$ cat src/rtl/game_pkg.sv
// Shared Space Invaders game types and screen/formation constants.
`default_nettype none
`timescale 1ns/1ps
package game_pkg;

  typedef enum logic [1:0] {
    ST_IDLE    = 2'd0,
    ST_MARCH   = 2'd1,
    ST_CLEAR   = 2'd2,
    ST_INVADED = 2'd3
  } march_state_t;

  localparam int SCREEN_W     = 640;
  localparam int SCREEN_H     = 480;
  localparam int PLAYER_Y     = 450;
  localparam int ALIEN_COUNT  = 55;
  localparam int ALIEN_GRID_W = 200;
  localparam int FRAME_CNT_W  = 6;

endpackage
`default_nettype wire

$ cat src/rtl/step_timer.sv
// Frame counter that raises step_due once per period frames; period shrinks with alive_count.
`default_nettype none
`timescale 1ns/1ps
module step_timer
  import game_pkg::*;
#(
  parameter int PERIOD_MIN = 2
) (
  input  logic       clk,
  input  logic       reset,
  input  logic       frame_tick,
  input  logic       pause,
  input  logic [5:0] alive_count,
  input  logic       clear,
  output logic       step_due
);

  logic [FRAME_CNT_W-1:0] frame_cnt;
  logic [FRAME_CNT_W:0]   cnt_inc;
  logic [FRAME_CNT_W:0]   period;

  assign period   = (FRAME_CNT_W+1)'(PERIOD_MIN) + {2'b00, alive_count[5:1]};
  assign cnt_inc  = {1'b0, frame_cnt} + 1'b1;
  assign step_due = frame_tick && !pause && !clear && (cnt_inc >= period);

  always_ff @(posedge clk or posedge reset) begin
    if (reset) begin
      frame_cnt <= '0;
    end else if (clear) begin
      frame_cnt <= '0;
    end else if (frame_tick && !pause) begin
      frame_cnt <= step_due ? '0 : cnt_inc[FRAME_CNT_W-1:0];
    end
  end

endmodule
`default_nettype wire

$ cat src/rtl/alien_march_ctrl.sv
// Alien formation sequencer: owns the origin, marches/descends on timer steps, flags clear/invasion.
`default_nettype none
`timescale 1ns/1ps
module alien_march_ctrl
  import game_pkg::*;
#(
  parameter int X_START    = 100,
  parameter int Y_START    = 50,
  parameter int GRID_W     = ALIEN_GRID_W,
  parameter int X_MIN      = 0,
  parameter int X_MAX      = SCREEN_W,
  parameter int STEP_X     = 4,
  parameter int STEP_Y     = 10,
  parameter int INVADE_Y   = 440,
  parameter int PERIOD_MIN = 2
) (
  input  logic       clk,
  input  logic       reset,
  input  logic       frame_tick,
  input  logic       start,
  input  logic       pause,
  input  logic [5:0] alive_count,
  output logic [9:0] alien_x,
  output logic [9:0] alien_y,
  output logic       dir_left,
  output logic       step,
  output logic       wave_clear,
  output logic       invaded
);

  march_state_t state, state_n;
  logic [9:0]   x_n, y_n;
  logic         dir_n, step_n, clear_n, inv_n;
  logic         step_due, timer_tick;
  logic [10:0]  right_edge, y_down;
  logic         at_right, at_left;

  // Timer only advances while the wave is live; start clears it.
  assign timer_tick = frame_tick && (state == ST_MARCH) && (alive_count != 6'd0);

  step_timer #(
    .PERIOD_MIN (PERIOD_MIN)
  ) u_step_timer (
    .clk         (clk),
    .reset       (reset),
    .frame_tick  (timer_tick),
    .pause       (pause),
    .alive_count (alive_count),
    .clear       (start),
    .step_due    (step_due)
  );

  assign right_edge = {1'b0, alien_x} + 11'(GRID_W + STEP_X);
  assign at_right   = right_edge > 11'(X_MAX);
  assign at_left    = {1'b0, alien_x} < 11'(X_MIN + STEP_X);
  assign y_down     = {1'b0, alien_y} + 11'(STEP_Y);

  always_ff @(posedge clk or posedge reset) begin
    if (reset) begin
      state      <= ST_IDLE;
      alien_x    <= 10'(X_START);
      alien_y    <= 10'(Y_START);
      dir_left   <= 1'b0;
      step       <= 1'b0;
      wave_clear <= 1'b0;
      invaded    <= 1'b0;
    end else begin
      state      <= state_n;
      alien_x    <= x_n;
      alien_y    <= y_n;
      dir_left   <= dir_n;
      step       <= step_n;
      wave_clear <= clear_n;
      invaded    <= inv_n;
    end
  end

  always_comb begin
    state_n = state;
    x_n     = alien_x;
    y_n     = alien_y;
    dir_n   = dir_left;
    step_n  = 1'b0;
    clear_n = 1'b0;
    inv_n   = invaded;
    if (start) begin
      state_n = ST_MARCH;
      x_n     = 10'(X_START);
      y_n     = 10'(Y_START);
      dir_n   = 1'b0;
      inv_n   = 1'b0;
    end else begin
      case (state)
        ST_MARCH: begin
          // Wave clear wins over a step due in the same cycle.
          if (alive_count == 6'd0) begin
            state_n = ST_CLEAR;
            clear_n = 1'b1;
          end else if (step_due) begin
            step_n = 1'b1;
            if (dir_left ? at_left : at_right) begin
              y_n   = y_down[9:0];
              dir_n = ~dir_left;
              if (y_down >= 11'(INVADE_Y)) begin
                state_n = ST_INVADED;
                inv_n   = 1'b1;
              end
            end else if (dir_left) begin
              x_n = alien_x - 10'(STEP_X);
            end else begin
              x_n = alien_x + 10'(STEP_X);
            end
          end
        end
        ST_CLEAR: state_n = ST_IDLE;
        default:  state_n = state;
      endcase
    end
  end

endmodule
`default_nettype wire
$ cat config.mk
export PLATFORM = sky130hd
export DESIGN_NAME = alien_march_ctrl
export DESIGN_NICKNAME = d
export VERILOG_FILES = /design/src/rtl/game_pkg.sv /design/src/rtl/step_timer.sv /design/src/rtl/alien_march_ctrl.sv
export SDC_FILE = /design/constraint.sdc
export NUM_CORES = 1
export LEC_CHECK = 0
export CAP_MARGIN = 20
export CORE_MARGIN = 1
export CORE_UTILIZATION = 53
export DETAILED_ROUTE_END_ITERATION = 7
export PLACE_DENSITY = 0.83
export SYNTH_ARGS = -nofsm -noshare
export SYNTH_HDL_FRONTEND = slang
export SYNTH_SLANG_ARGS = --single-unit
export TNS_END_PERCENT = 5
$ cat constraint.sdc
create_clock -name clk -period 3.2 [get_ports clk]
set_clock_uncertainty 0.05 [all_clocks]
set_input_delay 0.32 -clock clk [delete_from_list [all_inputs] [get_ports clk]]
set_output_delay 0.32 -clock clk [all_outputs]
set_load 0.05 [all_outputs]
# ---- After elaboration in Yosys (flattened, before gate mapping)
# Index checks and enable logic that the tools add are counted.
# Widths: inputs -> output; s select.
dict set report totals {
  reg_bits 32
  out_inout_bits 24
  wordCells 84
  inputBits 11
}
dict set report op_classes {
  addsub 6
  n_eq_ne 7
  n_lt_le_gt_ge 4
  n_reduce_logical 19
  bitwise_logic 1
  muxes 39
}
# operator n
set ops {}
lappend ops {{$mux 10} 11}
lappend ops {{$mux 1} 19}
lappend ops {{$mux 6} 3}
lappend ops {{$ne 4x2->1 const B} 3}
lappend ops {{$reduce_and 4->1} 3}
lappend ops {{$add 10x4->11 const B} 1}
lappend ops {{$add 10x8->11 const B} 1}
lappend ops {{$ge 11x9->1 const B} 1}
lappend ops {{$gt 11x10->1 const B} 1}
lappend ops {{$add 10x3->10 const B} 1}
lappend ops {{$lt 10x3->1 const B} 1}
lappend ops {{$mux 2} 5}
lappend ops {{$reduce_bool 2->1} 5}
lappend ops {{$sub 10x3->10 const B} 1}
lappend ops {{$add 6x1->7 const B} 1}
lappend ops {{$ge 7x7->1} 1}
lappend ops {{$add 2x5->6 const A} 1}
lappend ops {{$logic_not 6->1} 1}
lappend ops {{$reduce_bool 6->1} 1}
lappend ops {{$logic_and 1x1->1} 5}
lappend ops {{$reduce_and 5->1} 1}
lappend ops {{$ne 2x2->1 const B} 2}
lappend ops {{$pmux 2 s2} 1}
lappend ops {{$reduce_bool 3->1} 1}
lappend ops {{other kinds (4)} 5}

# ---- Logic depth before layout (Yosys ltp)
dict set report depth {
  depth_word 10
  depth_mapped 11
}

# ---- By module
# From an unflattened synthesis, not the netlist that was laid out.
dict set report unflattened {
  hier_cells 242
  area_unflattened_um2 2169.6
}
# module area_per_inst_um2 cells_each instances
set modules_own_cells {}
lappend modules_own_cells {alien_march_ctrl 1611.5 182 1}
lappend modules_own_cells {step_timer 558.0 60 1}

# ---- Worst setup path before layout
# Ideal clock, no wire load.
dict set report synth_timing {
  kind {flip-flop to flip-flop}
  start {reg alien_x[2]}
  end {reg alien_x[9]}
  path_buffers 1
  period_less_slack_ps 2811
  setup_ps 78
  setup_slack_ps 389
  arrival_ps 2683
  path_stages_with_launch 10
  cell_sequence {dfstp_2 -> inv_1 -> ha_1 -> nand4bb_1 -> nor4_1 -> or3_1 -> or4_4 -> buf_6 -> or3_1 -> a21oi_1}
}
dict set report synth_between {
  elab_chain_len 7
  elab_cells_between_ends 14
  cone_classes {add/sub (3); order compare (2); eq/ne (1); mux (7); reduce/logical (1)}
}
# item line
set synth_lines {}
lappend synth_lines {{from (decl)} alien_march_ctrl.sv:23} ;# output logic [9:0] alien_x,
lappend synth_lines {{from (signal assigned)} alien_march_ctrl.sv:61} ;# alien_x <= 10'(X_START);
lappend synth_lines {{from (signal assigned)} alien_march_ctrl.sv:69} ;# alien_x <= x_n;
lappend synth_lines {{parallel branches: the longest is 7 deep, another holds $add 10x8->11} -}
# Several ways; the timed one is not identified. The select of a mux whose other input is x is not followed.
# A chain may end at the register's enable or synchronous reset.

# ---- Worst setup path after layout
dict set report layout_timing {
  start {reg u_step_timer.frame_cnt[0]}
  end {reg alien_x[6]}
}
dict set report layout_between {
  elab_chain_len 5
}
# item line
set layout_lines {}
lappend layout_lines {{from (decl)} step_timer.sv:18} ;# logic [FRAME_CNT_W-1:0] frame_cnt;
lappend layout_lines {{from (signal assigned)} step_timer.sv:32} ;# frame_cnt <= step_due ? '0 : cnt_inc[FRAME_CNT_W-1:0];
lappend layout_lines {{$add 6x1->7} step_timer.sv:23} ;# assign cnt_inc = {1'b0, frame_cnt} + 1'b1;
lappend layout_lines {{$ge 7x7->1} step_timer.sv:24} ;# assign step_due = frame_tick && !pause && !clear && (cnt_inc >= period);
lappend layout_lines {{$logic_and 1x1->1} step_timer.sv:24}
lappend layout_lines {{$reduce_bool 2->1 (no source line)} -}
lappend layout_lines {{$reduce_and 4->1 (no source line)} -}
# No other way between the ends.

==> results by group <==
Outcome
  • Status: finished, final reports clean

Timing
  • RSZ-0062 raised after global routing: false
  • Final Cycle Share: 92.5%
  • Worst-Margin Slew: 0.771 ns
  • Final setup margin: around 0.24 ns
  • Slew headroom: between 40% and 50%
  • Max Clock Freq: 338 MHz
  • Tmin final: ~3.0 ns
  • Final Slew Violations: 0
  • Final setup fails: 0
  • Hold Fails Final Rpt: 0
  • Final Hold Slack: approximately 0.36 ns

Global routing
  • Largest net degree at the start of global routing: 30
  • Initial antenna violation count: 0
  • Global-route wire length before repair: a little under 7000 µm
  • GRT Total Usage: around 22%
  • Gr ovfl total: 0
  • Vias in the first global route: about 1,600

Yosys
  • Cells after Synth: 221
  • Library cells used by synthesis: 50
  • Post-synthesis sequential area ratio: between 30% and 40%
  • Post-synthesis adder-cell area fraction: 8.09%
  • Synth Warn #: 0
  • Yosys reg bits: 29
  • Post-synthesis compound-gate area fraction: between 15 and 20%
  • Synth Flop Type: dfrtp_1
  • Simple-gate share of the synthesized area: between 20% and 30%
  • Main combinational cell family by area after synthesis: simple AND/OR/NAND/NOR gates
  • Ys async rst share: 100%
  • Synthesized cell area: roughly 2000 µm²
  • Synth Area per Inst: 9.09 µm²
  • Post-synthesis mux area share: under 10%
  • Post-Synth XOR/XNOR Area: 4.36%
  • Post-synth EDFFs: 0

Placement
  • Hpwl dp: 2990 µm
  • Pre-CTS setup slack: -0.0608 ns
  • I/O Buffers: 31
  • Area post-placement: 2360 µm²
  • RD Place Congestion: about 0.9

Setup path
  • CP Capture Type: register
  • Worst reg-to-reg path cell count: 9
  • Worst r2r dst: alien_x[6]
  • CP required: about 3.4 ns
  • CP Cell Sequence: ha_1 > xor2_1 > ha_1 > o21ai_0 > o21ai_0 > a311oi_1 > or4_4 > o21ai_0 > or3b_1
  • Slowest stage delay, CP: slightly above 0.6 ns
  • Worst reg2reg path startpoint: u_step_timer.frame_cnt[0]
  • Worst setup path class: reg2reg
  • Most common cell type on the critical path: o21ai_0
  • Critical path data arrival time: 3.12 ns
  • Startpoint types: register
  • CP startpoint: u_step_timer.frame_cnt[0]
  • Crit path max fanout: 14
  • Internal reg-to-reg setup slack: between 0.2 and 0.25 ns
  • Critical-path top delay cell: or4_4

Routing
  • Iteration-0 DRC Markers: slightly above 80
  • Post-route ant nets: 0
  • Final WL: ~4100 µm
  • DRC Markers: 0
  • Detailed Routing Iterations Pass 1: 4
  • Via density: between 5 and 6
  • WL per Instance: 13.5 µm
  • DR vias: approximately 1,700

Finish
  • Area growth syn-to-layout: 21.4%
  • Share of layout cells above drive strength 1: around an eighth
  • Nets: about 280
  • # diodes: 0
  • Post-Layout Inst Area: between 2000 and 2500 µm²

CTS
  • Clk sinks: 29
  • Cts repair resizes: 0
  • H-tree depth: 2
  • Clk pin slew, worst setup/hold paths: roughly 0.07 ns
  • Post-CTS setup buffers: 0
  • Worst-Skew Late Latency: ~0.29 ns
  • Root Buffer: clkbuf_8
  • Hold_buf cts: 0
  • Max Root-Sink Buffers: 2
  • Num CTS Buffers: 5
  • CTS tree: built

Floorplanning
  • Die W: ~64 µm
  • Core Box Area: about 3700 µm²
  • Die area: just over 4000 µm²
  • # IOs: 35
  • Starting Density: between 50% and 60%
  • Die height: around 64 µm
  • Row count: 22

Pwr
  • Worst vdd ir: 188 µV
  • Leakage: 0.976 nW
  • Power Density: 303 nW/µm²

Run
  • Max cap viols: 0

Min path
  • Hold WC Path Type: in2async
critical path: cells and delay by family, from the launching register on:
| family | cells | cell delay, ns |
|---|---|---|
| xor gates and xnor gates | 1 | 0.17 |
| AOI/OAI and AO/OA | 4 | 0.71 |
| and+or+nand+nor | 2 | 0.97 |
| adders and majority gates | 2 | 0.56 |
| DFF | 1 | 0.43 |
through the flow:
stage	total power [mW]	setup TNS, ns	util [%]	cells
after floorplan	0.428	0	-	223
after global placement	0.453	0	64.4	295
after detailed placement	0.455	-0.125	64.4	295
after CTS	0.746	0	66.6	303
after global routing	0.772	0	66.6	303
final	0.740	0	66.6	303
synthesized netlist by cell type, types with 2 or more instances:
library cell	instances	share of area, %
a21oi_1	17	4.2
a22o_1	4	1.7
and3_1	4	1.2
buf_2	4	1.0
buf_4	3	1.1
clkbuf_1	4	0.75
dfrtp_1	23	29
dfstp_2	6	7.8
ha_1	13	8.1
inv_1	9	1.7
mux2_2	4	2.2
mux2i_1	4	2.0
nand2_1	9	1.7
nand2b_1	5	1.6
nand3_1	8	2.0
nor2_1	11	2.1
nor2b_1	11	3.4
nor3_1	10	2.5
nor3b_1	2	0.75
nor4_1	3	0.93
o21a_1	2	0.75
o21ai_0	13	3.2
o31ai_1	4	1.5
or3_1	12	3.7
or4b_2	3	1.5
xnor2_1	6	2.6
xor2_1	4	1.7
worst max-delay path by stage:
stage	endpoint	slack [ns]	depth (start not counted)
6_report	alien_x[6]	0.24	9
5_1_grt	state[1]	0.06	11
3_5_place_dp	alien_x[6]	-0.06	11
3_3_place_gp	invaded	0.05	11
4_1_cts	alien_x[6]	0.24	9
2_1_floorplan	alien_x[9]	0.39	9
power breakdown:
| group | internal, mW | switching, mW | total [mW] |
|---|---|---|---|
| combinational | 0.0309 | 0.0455 | 0.0764 |
| sequential | 0.369 | 0.00270 | 0.372 |
| clock | 0.150 | 0.141 | 0.292 |
| total | 0.551 | 0.190 | 0.740 |
cells in the final DEF (no fill, tap or decap), drive strengths merged, types with 5 or more instances in the layout:
| cell | count |
|---|---|
| nand2 | 9 |
| or3 | 12 |
| nand2b | 5 |
| nand3 | 8 |
| clkdlybuf4s50 | 31 |
| buf | 5 |
| a21oi | 17 |
| nor2b | 11 |
| ha | 13 |
| nor3 | 10 |
| clkbuf | 6 |
| nor2 | 11 |
| dfstp | 6 |
| dfrtp | 23 |
| o21ai | 14 |
| inv | 9 |
| xnor2 | 6 |
| and3 | 5 |
cell families (layout without fill, tap and decap cells):
family | Yosys count | count (layout)
other | 1 | 3
DFF | 29 | 29
AOI/OAI and AO/OA | 49 | 49
adders and majority gates | 13 | 13
xor gates and xnor gates | 10 | 10
and+or+nand+nor | 90 | 90
buffers and inverters | 21 | 53
muxes | 8 | 8
per-layer routing:
| layer | share of wire [%] | wire (µm) | GRT usage [%] |
|---|---|---|---|
| met1 | 46 | 1880 | 26.3 |
| met2 | 48 | 1960 | 34.0 |
| met3 | 3.5 | 145 | 6.16 |
| met4 | 2.7 | 109 | 13.1 |
| met5 | 0 | 0 | 0 |
registers in the layout, summed over array words and instances (netlist names):
signal and flops:
invaded 1, wave_clear 1, dir_left 1, step 1, alien_y 9, alien_x 8, state 2, u_step_timer.frame_cnt 6
cell type report:
| type | count | area, µm² |
|---|---|---|
| timing repair buffer | 36 | 348 |
| fill | 314 | 1220 |
| clock buffer | 6 | 72.6 |
| clock inverter | 2 | 10.0 |
| tap | 48 | 60.1 |
| inverter | 9 | 33.8 |
| sequential | 29 | 733 |
| multi-input combinational | 173 | 1180 |
Note: power is estimated with default switching activity, not from simulation.
==> patch: new RTL, same flow settings <==
The 4 states of `march_state_t` get a one-hot encoding in 4 bits.
--- a/src/rtl/game_pkg.sv
+++ b/src/rtl/game_pkg.sv
@@ -5,7 +5,7 @@
 
-  typedef enum logic [1:0] {
-    ST_IDLE    = 2'd0,
-    ST_MARCH   = 2'd1,
-    ST_CLEAR   = 2'd2,
-    ST_INVADED = 2'd3
+  typedef enum logic [3:0] {
+    ST_IDLE    = 4'b0001,
+    ST_MARCH   = 4'b0010,
+    ST_CLEAR   = 4'b0100,
+    ST_INVADED = 4'b1000
   } march_state_t;
Function: same outputs for any inputs over 10 cycles, from zero or initial values and one cycle with reset high; not proved beyond that.
==> patch against the original RTL <==
Sequential cell count increased by 2; wire length is 12% higher; final area grew 6.4%; worst setup slack gained 0.076 ns; total power up 11%; sequential share of layout area is 0.16 points higher; area after synthesis rose by 6.6%.
==> patch: results (changes against the original RTL) <==
<table>
<tr><th>Metric</th><th>Value</th></tr>
<tr><th colspan="2">Status</th></tr>
<tr><td>Result of the run</td><td>complete, no violations</td></tr>
<tr><th colspan="2">Worst setup path</th></tr>
<tr><td>Arrival time of the worst setup path</td><td>3.06 ns (-0.06 ns)</td></tr>
<tr><td>Maximum fanout encountered on the critical timing path</td><td>13 (-1)</td></tr>
<tr><th colspan="2">Pwr</th></tr>
<tr><td>Maximum VDD drop</td><td>0.350 mV (+86%)</td></tr>
<tr><td>Internal Power</td><td>626 µW (+14%)</td></tr>
<tr><td>Static Leakage</td><td>1.09 nW (+12%)</td></tr>
<tr><th colspan="2">Clock network</th></tr>
<tr><td>Cts bufs inserted</td><td>5 (unchanged)</td></tr>
<tr><td>Clock latency at the later pin of the worst-skew pair</td><td>0.29 ns (about the same)</td></tr>
<tr><td>Post-CTS Setup Bufs</td><td>0 (unchanged)</td></tr>
<tr><th colspan="2">Global route</th></tr>
<tr><td>Via count of the first global-routing pass</td><td>1751 (+9.6%)</td></tr>
<tr><td>GRT Util Overall</td><td>0.238 (+0.0207)</td></tr>
<tr><th colspan="2">Placed design</th></tr>
<tr><td>Post-DP Area</td><td>2490 µm² (+5.9%)</td></tr>
<tr><td>Post-detailed-placement half-perimeter wirelength</td><td>3230 µm (+7.8%)</td></tr>
<tr><td>Dpl ws</td><td>0.218 ns (+0.279 ns)</td></tr>
<tr><td>RePlAce Congestion</td><td>0.871 (-3.2%)</td></tr>
<tr><th colspan="2">Logic synthesis</th></tr>
<tr><td>Cell types with the largest area share after synthesis</td><td>sky130_fd_sc_hd__dfrtp_1 28%, sky130_fd_sc_hd__dfstp_2 8.6%, sky130_fd_sc_hd__ha_1 7.6%</td></tr>
<tr><td>Most numerous cell types in the synthesized netlist</td><td>24 x sky130_fd_sc_hd__dfrtp_1, 23 x sky130_fd_sc_hd__nand2_1, 20 x sky130_fd_sc_hd__nor2_1</td></tr>
<tr><td>Synth unique cells</td><td>56 (+12%)</td></tr>
<tr><th colspan="2">STA</th></tr>
<tr><td>Worst slew pin tran</td><td>0.653 ns (-0.117 ns)</td></tr>
<tr><td>Setup TNS</td><td>0 ns (unchanged)</td></tr>
<tr><th colspan="2">Cells and area</th></tr>
<tr><td>Total Nets Final</td><td>296 (+6.5%)</td></tr>
<tr><td>Fill cell instance count of the final layout</td><td>297 (-5.4%)</td></tr>
<tr><td>Proportion of layout cells with a drive suffix above 1</td><td>0.121 (+0.00323)</td></tr>
<tr><th colspan="2">Detailed routing</th></tr>
<tr><td>Routed via count</td><td>1888 (+9.5%)</td></tr>
<tr><td>Starting DRC count in detailed routing</td><td>78 (-4.9%)</td></tr>
<tr><td>Wire length after detailed routing</td><td>4570 µm (+12%)</td></tr>
</table>
## patch: layout make-up
class | count | area share
Inverter | 14 | 0.0203
Clock buffer | 8 | 0.0386
Multi-Input combinational cell | 183 | 0.479
Timing Repair Buffer | 37 | 0.137
Sequential cell | 31 | 0.302
Tap cell | 48 | 0.0231
## patch: worst paths after layout
kind | endpoint | start | slack, ns
min | state[2] | reset | 0.35
max in group asynchronous | alien_y[5] | reset | 2.42
min reg2reg | invaded | invaded | 0.50
max reg2reg | alien_y[4] | alien_x[3] | 0.32
max | alien_y[4] | alien_x[3] | 0.32
min in group clk | invaded | invaded | 0.50
## patch: metrics by stage
stage | instances | utilization
global placement | 313 | 0.662
floorplan | 239 | -
finish | 321 | 0.688
detailed placement | 313 | 0.662
CTS | 321 | 0.688
global route | 321 | 0.688
## patch: kinds of logic after synthesis
group,count (synthesis),share of synthesized area
DFF,31,0.366
AOI/OAI and AO/OA,57,0.178
and+or+nand+nor,93,0.249
other,1,0.00175
muxes,3,0.0146
buffers and inverters,25,0.0572
xor gates and xnor gates,14,0.0572
adders and majority gates,13,0.0759
## patch: power by group through the flow
stage,Sequential (mW),Combinational (mW),Clock (mW)
floorplan,0.408,0.0575,0
global placement,0.406,0.0852,0
detailed placement,0.406,0.0865,0
CTS,0.399,0.0869,0.343
global route,0.400,0.0951,0.370
finish,0.399,0.0864,0.339
## patch: worst max-delay path, stage by stage, from the launching register on
cell and delay [ns]:
sky130_fd_sc_hd__dfrtp_1 0.43, sky130_fd_sc_hd__inv_1 0.12, sky130_fd_sc_hd__ha_1 0.29, sky130_fd_sc_hd__nor3b_1 0.33, sky130_fd_sc_hd__nand3_1 0.14, sky130_fd_sc_hd__a211oi_2 0.43
sky130_fd_sc_hd__o211ai_2 0.29, sky130_fd_sc_hd__buf_4 0.25, sky130_fd_sc_hd__or3_1 0.39, sky130_fd_sc_hd__nand3_1 0.11
## patch: layer usage
layer,up-vias,share of wire,global-route usage
li1,911,-,-
met1,920,0.46,0.305
met2,49,0.48,0.383
met3,8,0.044,0.0590
met4,0,0.016,0.0951
met5,-,0,0
